$ cat src/rtl/input_conditioner.sv
// -----------------------------------------------------------------------------
// input_conditioner
//
// Front-end conditioning between the board pins and the game core. Raw push
// buttons and slide switches are brought into the clock domain through
// two-flop synchronizers and then debounced. Buttons are debounced per bit and
// produce an active-high level plus one-cycle press/release pulses. Switches
// are debounced as a whole vector and produce a stable vector plus a one-cycle
// change pulse.
//
// Ports:
//   clock          - system clock, all logic on the rising edge
//   reset_signal   - synchronous reset, active-low
//   button_raw     - raw button pins, active-low (0 = pressed), asynchronous
//   sw_raw         - raw switch pins, asynchronous
//   button_level   - debounced button state, active-high (1 = held)
//   button_press   - one-cycle pulse per bit on a debounced 0->1 of button_level
//   button_release - one-cycle pulse per bit on a debounced 1->0 of button_level
//   sw_stable      - debounced switch vector
//   sw_changed     - one-cycle pulse when sw_stable is updated
// -----------------------------------------------------------------------------
module input_conditioner #(
  parameter int BTN_DEBOUNCE_CYCLES = 500000,
  parameter int SW_DEBOUNCE_CYCLES  = 250000
) (
  input  logic       clock,
  input  logic       reset_signal,
  input  logic [2:0] button_raw,
  input  logic [7:0] sw_raw,
  output logic [2:0] button_level,
  output logic [2:0] button_press,
  output logic [2:0] button_release,
  output logic [7:0] sw_stable,
  output logic       sw_changed
);

  localparam int BTN_CW = $clog2(BTN_DEBOUNCE_CYCLES);
  localparam int SW_CW  = $clog2(SW_DEBOUNCE_CYCLES);

  localparam logic [BTN_CW-1:0] BTN_ZERO = BTN_CW'(0);
  localparam logic [BTN_CW-1:0] BTN_ONE  = BTN_CW'(1);
  localparam logic [BTN_CW-1:0] BTN_LAST = BTN_CW'(BTN_DEBOUNCE_CYCLES - 1);

  localparam logic [SW_CW-1:0] SW_ZERO = SW_CW'(0);
  localparam logic [SW_CW-1:0] SW_ONE  = SW_CW'(1);
  localparam logic [SW_CW-1:0] SW_LAST = SW_CW'(SW_DEBOUNCE_CYCLES - 1);

  logic [2:0]        btn_meta_r;
  logic [2:0]        btn_sync_r;
  logic [7:0]        sw_meta_r;
  logic [7:0]        sw_sync_r;
  logic [BTN_CW-1:0] btn_cnt_r [3];
  logic [7:0]        sw_cand_r;
  logic [SW_CW-1:0]  sw_cnt_r;

  // Two-flop synchronizers; buttons idle released (1), switches idle at 0.
  always_ff @(posedge clock) begin
    if (!reset_signal) begin
      btn_meta_r <= 3'b111;
      btn_sync_r <= 3'b111;
      sw_meta_r  <= 8'h00;
      sw_sync_r  <= 8'h00;
    end else begin
      btn_meta_r <= button_raw;
      btn_sync_r <= btn_meta_r;
      sw_meta_r  <= sw_raw;
      sw_sync_r  <= sw_meta_r;
    end
  end

  // Per-button debounce: the counter only runs while the synchronized input
  // (inverted to active-high) disagrees with the debounced level, so any
  // bounce back restarts the full window.
  always_ff @(posedge clock) begin
    if (!reset_signal) begin
      button_level   <= 3'b000;
      button_press   <= 3'b000;
      button_release <= 3'b000;
      for (int i = 0; i < 3; i++) begin
        btn_cnt_r[i] <= BTN_ZERO;
      end
    end else begin
      for (int i = 0; i < 3; i++) begin
        button_press[i]   <= 1'b0;
        button_release[i] <= 1'b0;
        if (~btn_sync_r[i] == button_level[i]) begin
          btn_cnt_r[i] <= BTN_ZERO;
        end else if (btn_cnt_r[i] == BTN_LAST) begin
          // Pulse is registered alongside the level so both appear together.
          button_level[i]   <= ~btn_sync_r[i];
          button_press[i]   <= ~btn_sync_r[i];
          button_release[i] <= btn_sync_r[i];
          btn_cnt_r[i]      <= BTN_ZERO;
        end else begin
          btn_cnt_r[i] <= btn_cnt_r[i] + BTN_ONE;
        end
      end
    end
  end

  // Switch-vector debounce: any bit change re-captures the candidate and
  // restarts the window; a candidate equal to the committed vector is idle.
  always_ff @(posedge clock) begin
    if (!reset_signal) begin
      sw_cand_r  <= 8'h00;
      sw_cnt_r   <= SW_ZERO;
      sw_stable  <= 8'h00;
      sw_changed <= 1'b0;
    end else begin
      sw_changed <= 1'b0;
      if (sw_sync_r != sw_cand_r) begin
        sw_cand_r <= sw_sync_r;
        sw_cnt_r  <= SW_ZERO;
      end else if (sw_cand_r == sw_stable) begin
        sw_cnt_r <= SW_ZERO;
      end else if (sw_cnt_r == SW_LAST) begin
        sw_stable  <= sw_cand_r;
        sw_changed <= 1'b1;
        sw_cnt_r   <= SW_ZERO;
      end else begin
        sw_cnt_r <= sw_cnt_r + SW_ONE;
      end
    end
  end

endmodule
$ cat config.mk
export PLATFORM = sky130hd
export DESIGN_NAME = input_conditioner
export DESIGN_NICKNAME = d
export VERILOG_FILES = /design/src/rtl/input_conditioner.sv
export SDC_FILE = /design/constraint.sdc
export NUM_CORES = 1
export LEC_CHECK = 0
export ABC_AREA = 0
export CORE_MARGIN = 2
export CORE_UTILIZATION = 53
export DETAILED_ROUTE_END_ITERATION = 12
export GPL_ROUTABILITY_DRIVEN = 0
export PLACE_DENSITY_LB_ADDON = 0.12
export SLEW_MARGIN = 20
export SYNTH_ARGS = -nofsm -noshare
export SYNTH_HDL_FRONTEND = slang
export SYNTH_SLANG_ARGS = --single-unit
$ cat constraint.sdc
create_clock -name clock -period 2.2 [get_ports clock]
set_clock_uncertainty 0.15 [all_clocks]
set_input_delay 0.55 -clock clock [delete_from_list [all_inputs] [get_ports clock]]
set_output_delay 0.55 -clock clock [all_outputs]
set_load 0.005 [all_outputs]
==> results of run 1 <==
## power groups by stage
stage	Clock, uW	Sequential [uW]	Combinational, uW
global placement	0	2560	198
detailed placement	0	2560	202
finish	2590	2520	212
floorplan	0	2550	133
CTS	2640	2520	205
global route	2740	2530	239
## metrics by stage
step	instances	instance area, um^2
after floorplan	579	5610
after global placement	756	6240
after detailed placement	756	6240
after CTS	788	6810
after global routing	789	6870
final	789	6870
## timing repair
action	CTS	global route
setup endpoints to repair	0	38
buffers inserted	0	1
gates resized for setup	0	10
## routing by layer
layer | global-route usage, % | vias up | routed length [um]
li1 | - | 1982 | -
met1 | 23.4 | 1784 | 4570
met2 | 31.1 | 59 | 4790
met3 | 5.55 | 10 | 294
met4 | 7.43 | 0 | 93
met5 | 0 | - | 0
## how the worst min path moves through the flow
stage | to | cells past startpoint | slack, ns | startpoint
2_1_floorplan | btn_sync_r[0] | 1 | 0.24 | btn_meta_r[0]
3_3_place_gp | btn_sync_r[1] | 1 | 0.24 | btn_meta_r[1]
3_5_place_dp | btn_sync_r[1] | 1 | 0.24 | btn_meta_r[1]
4_1_cts | btn_sync_r[0] | 1 | 0.27 | btn_meta_r[0]
5_1_grt | btn_sync_r[0] | 1 | 0.27 | btn_meta_r[0]
6_report | btn_sync_r[0] | 1 | 0.26 | btn_meta_r[0]
## flip-flops by register name, summed over array words and instances, names as in the netlist
| name | count |
|---|---|
| sw_stable | 8 |
| sw_cnt_r | 18 |
| sw_changed | 1 |
| button_release | 3 |
| btn_meta_r | 3 |
| btn_cnt_r | 57 |
| sw_cand_r | 8 |
| button_level | 3 |
| sw_meta_r | 8 |
| sw_sync_r | 8 |
| btn_sync_r | 3 |
| button_press | 3 |
## cell type report
type / instances / area share, %
sequential: 123 / 44.2
timing repair buffer: 59 / 8.09
multi-input combinational: 432 / 36.4
clock buffer: 27 / 7.95
clock inverter: 5 / 0.383
tap: 133 / 2.42
inverter: 10 / 0.547
## logic make-up (layout without fill, tap and decap cells)
group           Yosys count  in the layout
other cells               1             57
fa+ha+maj                 4              4
flops                   123            123
compound gates           21             21
simple gates            264            264
buf+inv                  24            101
xor+xnor                 86             86
## cells in the final DEF, fill, tap and decap left out, drive strengths merged, types with 6 or more instances in the layout
master         count
and2              28
a21oi              8
edfxtp            57
o21ai              8
dfxtp             66
conb              57
nor2             101
inv               11
xnor2             38
nand3             35
nand2b             6
clkbuf            27
nor4               8
xor2              48
clkdlybuf4s50     30
buf               29
and3               6
nand4             18
nor3              14
nand2             31
==> flow_summary_export.csv, run 1 <==
group,metric,value,unit
outcome,status,"complete, no violations",
floorplan,core,9820,um^2
grt,antenna_found_initial,0,
clock_network,clockBufferDepth,2,
setup_path,cpPeakStageDelay,0.53,ns
synthesis,synth-seq-cells,123,
setup_path,path_depth,1,
synthesis,synth-xor-area-share,13.9,%
layout,antennaDiodeCount,0,
synthesis,yosys.area.top_type,"edfxtp_1",
placement,place_ws,0.0663,ns
synthesis,syn_area,5400,um^2
timing,fmax,0.469,GHz
synthesis,synth_edf_count,57,
setup_path,cp-start-kind,"flop",
setup_path,path_class,"reg2out",
layout,nFillCells,788,
routing,ant_nets,0,
synthesis,synthTopCellsByCount,"101 x nor2_1, 66 x dfxtp_1, 57 x edfxtp_1",
setup_path,reg2reg_depth,5,
grt,globalRouteTotalUtil,18.9,%
setup_path,critical_path_required,1.50,ns
floorplan,dieWidth,105,um
synthesis,synthMuxAreaShare,0,%
setup_path,critPathLaunch,"button_level[2]",
timing,rsz0062_at_grt,"false",
setup_path,r2r-start,"btn_cnt_r[0][10]",
layout,area_growth,27.0,%
layout,post-route-util,69.9,%
floorplan,die_height,105,um
grt,grt_max_degree,31,
setup_path,r2r_slack,0.11,ns
timing,setup_slack,0.0701,ns
floorplan,rows,36,
synthesis,synthDistinctLibCells,38,
layout,nNetsFinal,660,
synthesis,ys.flop_type,"dfxtp_1",
setup_path,path_buf_inv,1,
timing,hold_viol_final,0,
floorplan,die-area,11000,um^2
power,p_per_area,774,nW/um^2
synthesis,synth_top_family_by_area,"simple AND/OR/NAND/NOR gates",
routing,drc,0,
layout,drive_above_1_share,10.5,%
routing,vias_per_cell,4.86,
clock_network,hold_buffers,0,
timing,maxSlewViolCount,0,
setup_path,worstPathCellList,"clkdlybuf4s50_1",
power,power_frac_seq,47.4,%
grt,grt_pass1_vias,3768,
layout,multi_input_area,2500,um^2
placement,numPortBuffers,30,
layout,seqCellArea,3040,um^2
routing,drt_wl_total,9750,um
synthesis,yosys.area_share.simple,24.4,%
power,clock_power_share,48.6,%
placement,dpl.hpwl,6690,um
power,power.internal,4240,uW
setup_path,crit_family,"buffers and inverters",
synthesis,yosysSeqAreaShare,56.1,%
synthesis,syn_avg_cell_area,10.3,um^2
routing,vias,3835,
grt,grt_pass1_wl,16700,um
setup_path,endpoint_kind,"output pin",
setup_path,r2r-end,"btn_cnt_r[0][8]",
timing,whs,0.261,ns
synthesis,yosys-top-cells-area,"edfxtp_1 32%, dfxtp_1 24%, xor2_1 7.8%",
clock_network,clkSinkCount,123,
timing,finalSetupTns,0,ns
power,p_total,5320,uW
grt,grt-ovfl-total,0,
floorplan,initial_core_util,55.0,%
power,combinationalPowerShare,4.0,%
clock_network,cts_tree,"done",
clock_network,htree_levels,4,
synthesis,synth_compound_area_share,2.22,%
clock_network,cts_made_buffers,17,
timing,maxSlewHeadroom,62.8,%
power,ir_worst_vdd,0.445,mV
power,leakage,0.00254,uW
run,maxCapViolCount,0,
timing,finalSetupViolations,0,
routing,dr.pass1.iters,4,
clock_network,clockRootBuffer,"clkbuf_8",
synthesis,async_flop_share,0,%
synthesis,synth_top_area_share,31.7,%
synthesis,yosysMostFrequentCell,"nor2_1",
setup_path,path_max_fanout,5,
timing,fin_crit,2.13,ns
routing,wl_per_cell,12.4,um
clock_network,clkTransAtPathRegs,0.05,ns
clock_network,clkLatencyLatePin,0.49,ns
worst_hold_path,hold_class,"reg2reg",
setup_path,arrival,1.43,ns
power,p_sw,1080,uW
timing,worst_pin_slew,0.554,ns
setup_path,cp_slowest_cell,"clkdlybuf4s50_1",
power,p_sw_share,20.3,%
timing,fin_crit_sh,96.8,%
setup_path,critPathCapture,"button_level[2]",
synthesis,synthAdderAreaFrac,0.926,%
floorplan,io_pins,31,
synthesis,yosysWarnings,0,
routing,initialDrtViolationCount,156,
synthesis,synthCells,523,
(Power assumes the default switching activity.)
==> run 2, diff against run 1 <==
- CORE_MARGIN: 2 -> 3
- SKIP_CTS_REPAIR_TIMING: unset -> 1
==> flow_summary_export.csv, run 2 (synthesized netlist as in run 1, its figures left out) <==
group,metric,value,unit
worst_hold_path,hold_class,"reg2reg",
setup_path,path_class,"reg2out",
grt,grt_pass1_vias,3760,
layout,area_growth,28.4,%
clock_network,clkSinkCount,123,
clock_network,clockBufferDepth,2,
routing,drc,0,
layout,antennaDiodeCount,0,
setup_path,endpoint_kind,"output pin",
layout,drive_above_1_share,11.4,%
routing,wl_per_cell,12.8,um
power,power.internal,4460,uW
setup_path,critical_path_required,1.50,ns
grt,grt-ovfl-total,0,
timing,fin_crit,2.14,ns
routing,vias,3894,
power,clock_power_share,51.7,%
layout,nNetsFinal,661,
setup_path,arrival,1.44,ns
grt,antenna_found_initial,0,
placement,place_area,6250,um^2
grt,globalRouteTotalUtil,18.6,%
layout,regMostFlops,"btn_cnt_r",
floorplan,die_height,107,um
grt,grt_max_degree,32,
power,p_sw_share,21.0,%
power,leakage,0.00256,uW
outcome,status,"complete, no violations",
setup_path,cp-start-kind,"flop",
floorplan,initial_core_util,54.8,%
clock_network,clockRootBuffer,"clkbuf_8",
clock_network,clkLatencyLatePin,0.52,ns
timing,finalSetupTns,0,ns
power,p_per_area,813,nW/um^2
clock_network,htree_levels,4,
grt,grt_pass1_wl,16700,um
floorplan,core,9860,um^2
power,ir_worst_vdd,0.551,mV
setup_path,path_max_fanout,3,
run,maxCapViolCount,0,
timing,worst_pin_slew,0.617,ns
layout,post-route-util,70.4,%
placement,numPortBuffers,30,
placement,dpl.hpwl,6800,um
clock_network,cts_made_buffers,17,
setup_path,cp_slowest_cell,"clkdlybuf4s50_1",
floorplan,rows,36,
placement,place_ws,-0.0599,ns
timing,setup_slack,0.0599,ns
power,power_frac_seq,44.6,%
routing,initialDrtViolationCount,179,
timing,fmax,0.467,GHz
clock_network,clkTransAtPathRegs,0.06,ns
power,combinationalPowerShare,3.7,%
layout,largest_reg_flops,57,
setup_path,worstPathCellList,"clkdlybuf4s50_1",
setup_path,path_buf_inv,1,
routing,vias_per_cell,4.93,
routing,ant_nets,0,
setup_path,r2r_slack,0.09,ns
routing,drt_wl_total,10100,um
timing,fin_crit_sh,97.3,%
floorplan,dieWidth,107,um
layout,final_common_cell,"nor2_1",
power,p_sw,1190,uW
timing,finalSetupViolations,0,
clock_network,cts_tree,"done",
routing,dr.pass1.iters,6,
layout,reg_top3,"btn_cnt_r x57, sw_cnt_r x18",
setup_path,crit_family,"buffers and inverters",
floorplan,io_pins,31,
layout,final_cell_mix,"100 x nor2_1, 62 x dfxtp_1, 57 x edfxtp_1, 57 x conb_1, 48 x xor2_1",
timing,maxSlewViolCount,0,
setup_path,cpPeakStageDelay,0.53,ns
timing,maxSlewHeadroom,58.7,%
timing,hold_viol_final,0,
timing,whs,0.252,ns
floorplan,die-area,11400,um^2
layout,final_cell_area,6940,um^2
timing,rsz0062_at_grt,"false",
## run 2: changes by cell type in the layout (fill, tap and decap cells not counted), sizes merged
cell,previous run,this run
clkbuf,27,22
buf,29,30
clkinv,4,7
bufinv,0,2
## run 2: layout make-up
type / instances / area, um^2
clock buffers: 22 / 518
clock inverters: 10 / 124
fillers: 723 / 2920
inverters: 10 / 37.5
multi-input cells: 432 / 2490
flip-flops and latches: 123 / 3040
well taps: 133 / 166
repair buffers: 60 / 563
## run 2: final timing paths
kind / startpoint / depth (start not counted) / end
max: sw_stable[2] / 1 / sw_stable[2]
min reg2reg: btn_meta_r[2] / 1 / btn_sync_r[2]
min: btn_meta_r[2] / 1 / btn_sync_r[2]
max reg2reg: btn_cnt_r[0][10] / 5 / btn_cnt_r[0][8]
## run 2: layer usage
layer | GRT usage (%) | routed length [um] | up-vias
met4 | 8.58 | 178 | 0
met5 | 0 | 0 | -
li1 | - | - | 1978
met3 | 5.78 | 355 | 16
met2 | 30.6 | 5010 | 80
met1 | 22.4 | 4550 | 1820
## run 2: power groups by stage
stage,clock [uW],sequential [uW],combinational (uW)
after floorplan,0,2550,133
after global placement,0,2560,199
after detailed placement,0,2560,202
after CTS,2960,2520,205
after global routing,3060,2530,235
final,2920,2520,209
## run 2: stage by stage
step | instances | total power (uW)
floorplan | 579 | 2690
global placement | 757 | 2760
detailed placement | 757 | 2770
CTS | 789 | 5680
global route | 790 | 5820
finish | 790 | 5640
